--- src/rtl/stream_arbiter_2to1_if.sv ---
// One valid/ready stream with a packet delimiter. The arbiter uses it twice as a
// consumer (slave) and once as a producer (master).
interface stream_arbiter_2to1_if #(parameter int WIDTH = 8);
  logic [WIDTH-1:0] data;
  logic             valid;
  logic             last;
  logic             ready;

  modport master (output data, valid, last, input ready);
  modport slave  (input data, valid, last, output ready);
endinterface

--- src/rtl/stream_arbiter_2to1.sv ---
// Packet-aware round-robin 2:1 stream arbiter. The grant is locked until the
// packet's last beat. Output goes through a single valid/ready register stage.
module stream_arbiter_2to1 #(
  parameter int WIDTH = 8
) (
  input  logic                    clk,
  input  logic                    rst_n,
  stream_arbiter_2to1_if.slave    a,
  stream_arbiter_2to1_if.slave    b,
  stream_arbiter_2to1_if.master   y,
  output logic                    sel,
  output logic                    busy
);

  typedef enum logic [1:0] {IDLE, GRANT_A, GRANT_B} state_t;

  state_t           state, state_nxt;
  logic             prio, prio_nxt;
  logic             sel_q, sel_nxt;
  logic [WIDTH-1:0] y_data_q;
  logic             y_valid_q, y_last_q;
  logic             slot_free;
  logic             load;
  logic [WIDTH-1:0] load_data;
  logic             load_last;

  // Ready depends only on state and the output register, never on x_valid.
  assign slot_free = ~y_valid_q | y.ready;

  always_comb begin
    state_nxt = state;
    prio_nxt  = prio;
    sel_nxt   = sel_q;
    a.ready   = 1'b0;
    b.ready   = 1'b0;
    load      = 1'b0;
    load_data = a.data;
    load_last = a.last;
    unique case (state)
      IDLE: begin
        if (a.valid && (!b.valid || !prio)) begin
          state_nxt = GRANT_A;
          sel_nxt   = 1'b0;
        end else if (b.valid) begin
          state_nxt = GRANT_B;
          sel_nxt   = 1'b1;
        end
      end
      GRANT_A: begin
        a.ready = slot_free;
        if (a.valid && slot_free) begin
          load = 1'b1;
          if (a.last) begin
            state_nxt = IDLE;
            prio_nxt  = 1'b1;
          end
        end
      end
      GRANT_B: begin
        b.ready   = slot_free;
        load_data = b.data;
        load_last = b.last;
        if (b.valid && slot_free) begin
          load = 1'b1;
          if (b.last) begin
            state_nxt = IDLE;
            prio_nxt  = 1'b0;
          end
        end
      end
      default: state_nxt = IDLE;
    endcase
  end

  always_ff @(posedge clk) begin
    if (!rst_n) begin
      state     <= IDLE;
      prio      <= 1'b0;
      sel_q     <= 1'b0;
      y_valid_q <= 1'b0;
      y_last_q  <= 1'b0;
      y_data_q  <= '0;
    end else begin
      state <= state_nxt;
      prio  <= prio_nxt;
      sel_q <= sel_nxt;
      // A same-cycle load wins over the unload, so the slot never bubbles.
      if (load) begin
        y_data_q  <= load_data;
        y_last_q  <= load_last;
        y_valid_q <= 1'b1;
      end else if (y.ready) begin
        y_valid_q <= 1'b0;
      end
    end
  end

  assign y.data  = y_data_q;
  assign y.valid = y_valid_q;
  assign y.last  = y_last_q;
  assign sel     = sel_q;
  assign busy    = (state != IDLE);

endmodule

--- src/flat_wrapper.sv ---
// flat-port wrapper written by rule: the top's interface ports become plain ports
module stream_arbiter_2to1_flat 
#(
  parameter int WIDTH = 8
)
  (clk, rst_n, sel, busy, a_data, a_valid, a_last, a_ready, b_data, b_valid, b_last, b_ready, y_data, y_valid, y_last, y_ready);
  stream_arbiter_2to1_if #(.WIDTH(WIDTH)) a_i ();
  stream_arbiter_2to1_if #(.WIDTH(WIDTH)) b_i ();
  stream_arbiter_2to1_if #(.WIDTH(WIDTH)) y_i ();
  input  logic clk;
  input  logic rst_n;
  output logic sel;
  output logic busy;
  input wire logic [$bits(a_i.data)-1:0] a_data;
  input wire logic [$bits(a_i.valid)-1:0] a_valid;
  input wire logic [$bits(a_i.last)-1:0] a_last;
  output wire logic [$bits(a_i.ready)-1:0] a_ready;
  input wire logic [$bits(b_i.data)-1:0] b_data;
  input wire logic [$bits(b_i.valid)-1:0] b_valid;
  input wire logic [$bits(b_i.last)-1:0] b_last;
  output wire logic [$bits(b_i.ready)-1:0] b_ready;
  output wire logic [$bits(y_i.data)-1:0] y_data;
  output wire logic [$bits(y_i.valid)-1:0] y_valid;
  output wire logic [$bits(y_i.last)-1:0] y_last;
  input wire logic [$bits(y_i.ready)-1:0] y_ready;
  assign a_i.data = a_data;
  assign a_i.valid = a_valid;
  assign a_i.last = a_last;
  assign a_ready = a_i.ready;
  assign b_i.data = b_data;
  assign b_i.valid = b_valid;
  assign b_i.last = b_last;
  assign b_ready = b_i.ready;
  assign y_data = y_i.data;
  assign y_valid = y_i.valid;
  assign y_last = y_i.last;
  assign y_i.ready = y_ready;
  stream_arbiter_2to1 #(.WIDTH(WIDTH)) u_core (.clk(clk), .rst_n(rst_n), .a(a_i), .b(b_i), .y(y_i), .sel(sel), .busy(busy));
endmodule
--- config.mk ---
export PLATFORM = sky130hd
export DESIGN_NAME = stream_arbiter_2to1_flat
export DESIGN_NICKNAME = d
export VERILOG_FILES = /design/src/rtl/stream_arbiter_2to1_if.sv /design/src/rtl/stream_arbiter_2to1.sv /design/src/flat_wrapper.sv
export SDC_FILE = /design/constraint.sdc
export NUM_CORES = 1
export LEC_CHECK = 0
export BUFFER_PORTS_ARGS = -buffer_cell sky130_fd_sc_hd__buf_2
export CELL_PAD_IN_SITES_DETAIL_PLACEMENT = 1
export CELL_PAD_IN_SITES_GLOBAL_PLACEMENT = 1
export CORE_AREA = 2 2 57 54
export CTS_CLUSTER_DIAMETER = 60
export CTS_CLUSTER_SIZE = 10
export DETAILED_ROUTE_END_ITERATION = 6
export DIE_AREA = 0 0 59 56
export PLACE_DENSITY = 0.78
export SETUP_SLACK_MARGIN = 0.1
export SKIP_LAST_GASP = 1
export SLEW_MARGIN = 20
export SYNTH_ARGS = -nofsm -noshare
export SYNTH_HDL_FRONTEND = slang
export SYNTH_SLANG_ARGS = --single-unit
export TNS_END_PERCENT = 10
--- constraint.sdc ---
create_clock -name clk -period 1.61 [get_ports clk]
set_input_delay 0.0805 -clock clk [delete_from_list [all_inputs] [get_ports clk]]
set_output_delay 0.0805 -clock clk [all_outputs]
set_load 0.03 [all_outputs]
==> results.txt <==
status = finished clean
CTS Buffer Depth = 2
placed insts = 145
headroom to the max-slew limit = 81.0%
register area share after synthesis = 36.8%
synthesized area per cell = 9.63 um^2
Peak supply drop = 0.408 mV
setup TNS = 0 ns
area growth from synthesis to layout = 41.3%
Internal Power = 911 uW
Core ar. = 2660 um^2
synth top area cells = dfxtp_1 (37%), mux2i_1 (14%), o211a_1 (12%)
GR Overflow Total = 0
Worst-Margin Slew = 0.285 ns
CTS tree = done
drt wl/cell = 14.0 um
final worst path period need = 1.46 ns
largest net degree at the start of global routing = 19
part of the power in registers = 31.1%
layout cell share with drive strength beyond 1 = 44.6%
Root Buffer = clkbuf_4
CP startpoint = u_core.state[1]
Logic pwr share = 51.5%
Buf/Inv on CP = 2
Clock transition at path regs = 0.09 ns
Final Non-Filler Cells = 151
Ant. Diodes = 0
Max H-tree Level = 1
crit start category = flop
Compound-Gate Fraction of Synth Area = 19.4%
Top-Level Pins = 37
largest family of logic cells by synthesized area = compound AO/OA/AOI/OAI gates
Worst Slack Setup Final = 0.151 ns
DR vias/cell = 4.91
Post-Layout Inst Area = 1070 um^2
Post-DP Area = 992 um^2
placer congestion estimate = 0.772
crit-path max cell delay = 0.37 ns
reg2reg start = u_core.state[1]
clk sinks = 14
DRC = 0
simple-gate area share of the yosys netlist = 16.6%
fin crit share = 90.6%
vias in the first global route = 784
Synth Area in Adders = 6.58%
DP Wirelength = 1.59 mm
Fin. Hold Viols = 0
critical-path maximum fanout = 10
share of the synthesized area in the top cell type = 36.8%
Starting Density = 28.6%
worst path cell trace = buf_4 > ha_4 > and2_1 > buf_2
Slew Viols, Final = 0
Setup-failing EPs final = 0
xor and xnor fraction of the mapped netlist area = 0%
Syn Inst Count = 79
row cnt = 18
Leak = 0.000605 uW
critical setup path kind = flop to output pin
DP Worst Slack = 0.0487 ns
Total Nets Final = 149
largest area contributor in the netlist = dfxtp_1
syn_nets = 106
overall routing resource usage = 13.3%
total CTS buffers = 3
DRT antenna net count = 0
worst-skew pair later-pin latency = 0.28 ns
die height = 56 um
endpoint type of the worst setup path = output pin
Die ar. = 3300 um^2
post-synth cell types = 24
First DRT Iteration DRCs = 10
Clock Skews = 0.00338 ns
Worst Hold Class = input pin to flop
WL final = 2.11 mm
first-pass GRT wire length = 3.42 mm
Post-Syn Area = 761 um^2
FMAX = 0.686 GHz
chip width = 59 um
Syn. warnings = 0
RSZ-0062 raised after global routing = yes
sw frac = 39.5%
Arr. time, crit path = 1.38 ns
port bufs = 36
initial antenna violation count = 0
Power Density = 1400 nW/um^2
hold path start = a_data[6]
DR pass1 iterations = 3
vias = 741
synthesized flop and latch total = 14
clock share of power = 17.4%
Slowest cell on crit path = dfxtp_4
CP top delay family = flip-flops
Max Cap Viol = 0
worst path required time = 1.53 ns
Sw Pwr = 594 uW
mux share of post-synthesis cell area = 14.5%
==> worst min-delay path, delay by kind of cell <==
family                 cells  cell delay, ns
and+or+nand+nor            1            0.06
buffers and inverters      1            0.07
AOI/OAI and AO/OA          1            0.13
muxes                      1            0.05
==> cell families after synthesis <==
group / Yosys count
compound gates: 16
fa+ha+maj: 4
buf+inv: 7
flops: 14
mux: 11
simple gates: 27
==> cell usage after synthesis <==
library cell and number:
buf_6 1, nor2b_1 1, o311ai_1 1, or2b_1 1
ha_1 4, clkbuf_1 1, a31o_2 1, a22oi_1 1
a21boi_0 1, o21bai_1 1, nand3_1 1, dfxtp_1 14
and2_1 2, nand2_1 17, and3_1 2, a22o_1 1
a32oi_1 1, mux2i_1 11, nand4_1 2, o211a_1 9
buf_2 1, nand2b_1 1, buf_8 1, inv_1 3
==> final timing paths <==
kind         depth (start not counted)  slack, ns               end
min reg2reg                          1       0.51     u_core.y.last
max reg2reg                          6       0.15  u_core.y.data[3]
min                                  4       0.14  u_core.y.data[6]
max                                  4       0.15           b_ready
==> routing by layer <==
metal	share of wire [%]	GRT usage, %	vias up
met4	0.66	3.90	0
met5	0	0	-
li1	-	-	368
met2	50	23.3	29
met3	6.2	3.26	2
met1	43	15.5	342
==> area by class of cell <==
cell class / count / area [um^2]
fill: 325 / 1580
multi-input combinational: 58 / 467
sequential: 14 / 285
timing repair buffer: 42 / 238
tap: 30 / 37.5
clock buffer: 4 / 36.3
inverter: 3 / 11.3
==> per-stage QoR <==
step / total power (uW) / hold WS (ns) / util [%]
2_1_floorplan: 958 / 0.222 / -
3_3_place_gp: 1160 / 0.423 / 37.3
3_5_place_dp: 1190 / 0.437 / 37.3
4_1_cts: 1470 / 0.136 / 39.2
5_1_grt: 1620 / 0.136 / 40.4
6_report: 1500 / 0.139 / 40.4
==> sequential cells by signal (all words and copies together) (netlist names) <==
register        flops
u_core.y.data       8
u_core.state        2
u_core.sel          1
u_core.prio         1
u_core.y.valid      1
u_core.y.last       1
==> timing repair <==
action / CTS / global route
resized for setup: 2 / 5
buffers inserted: 0 / 2
setup endpoints to repair: 10 / 13
hold buffers: 0 / 0
hold endpoints to repair: 0 / 0
pin swaps: 0 / 2
==> power by group through the flow <==
stage	logic, uW	registers (uW)	clock network, uW
2_1_floorplan	415	543	0
3_3_place_gp	691	467	0
3_5_place_dp	714	471	0
4_1_cts	732	468	273
5_1_grt	848	479	294
6_report	774	468	263
==> cells in the final DEF, fill, tap and decap left out <==
cell type and n:
a31o_2 1, buf_12 1, a22oi_1 1, nor2b_1 1, clkbuf_4 3, a21boi_0 1, o21bai_1 1, dfxtp_2 1
nand2_1 17, and2_1 2, inv_1 2, clkbuf_8 1, dfxtp_4 1, mux2i_1 11, buf_4 5, nand2b_1 1
nand4_1 2, ha_2 1, ha_4 2, o211a_1 9, and3_1 1, a32oi_1 1, or2b_1 1, ha_1 1
inv_2 1, a22o_1 1, nand3_1 1, and3_4 1, o311ai_1 1, buf_2 36, dfxtp_1 12
No activity file was read; power rests on OpenSTA's default activity.
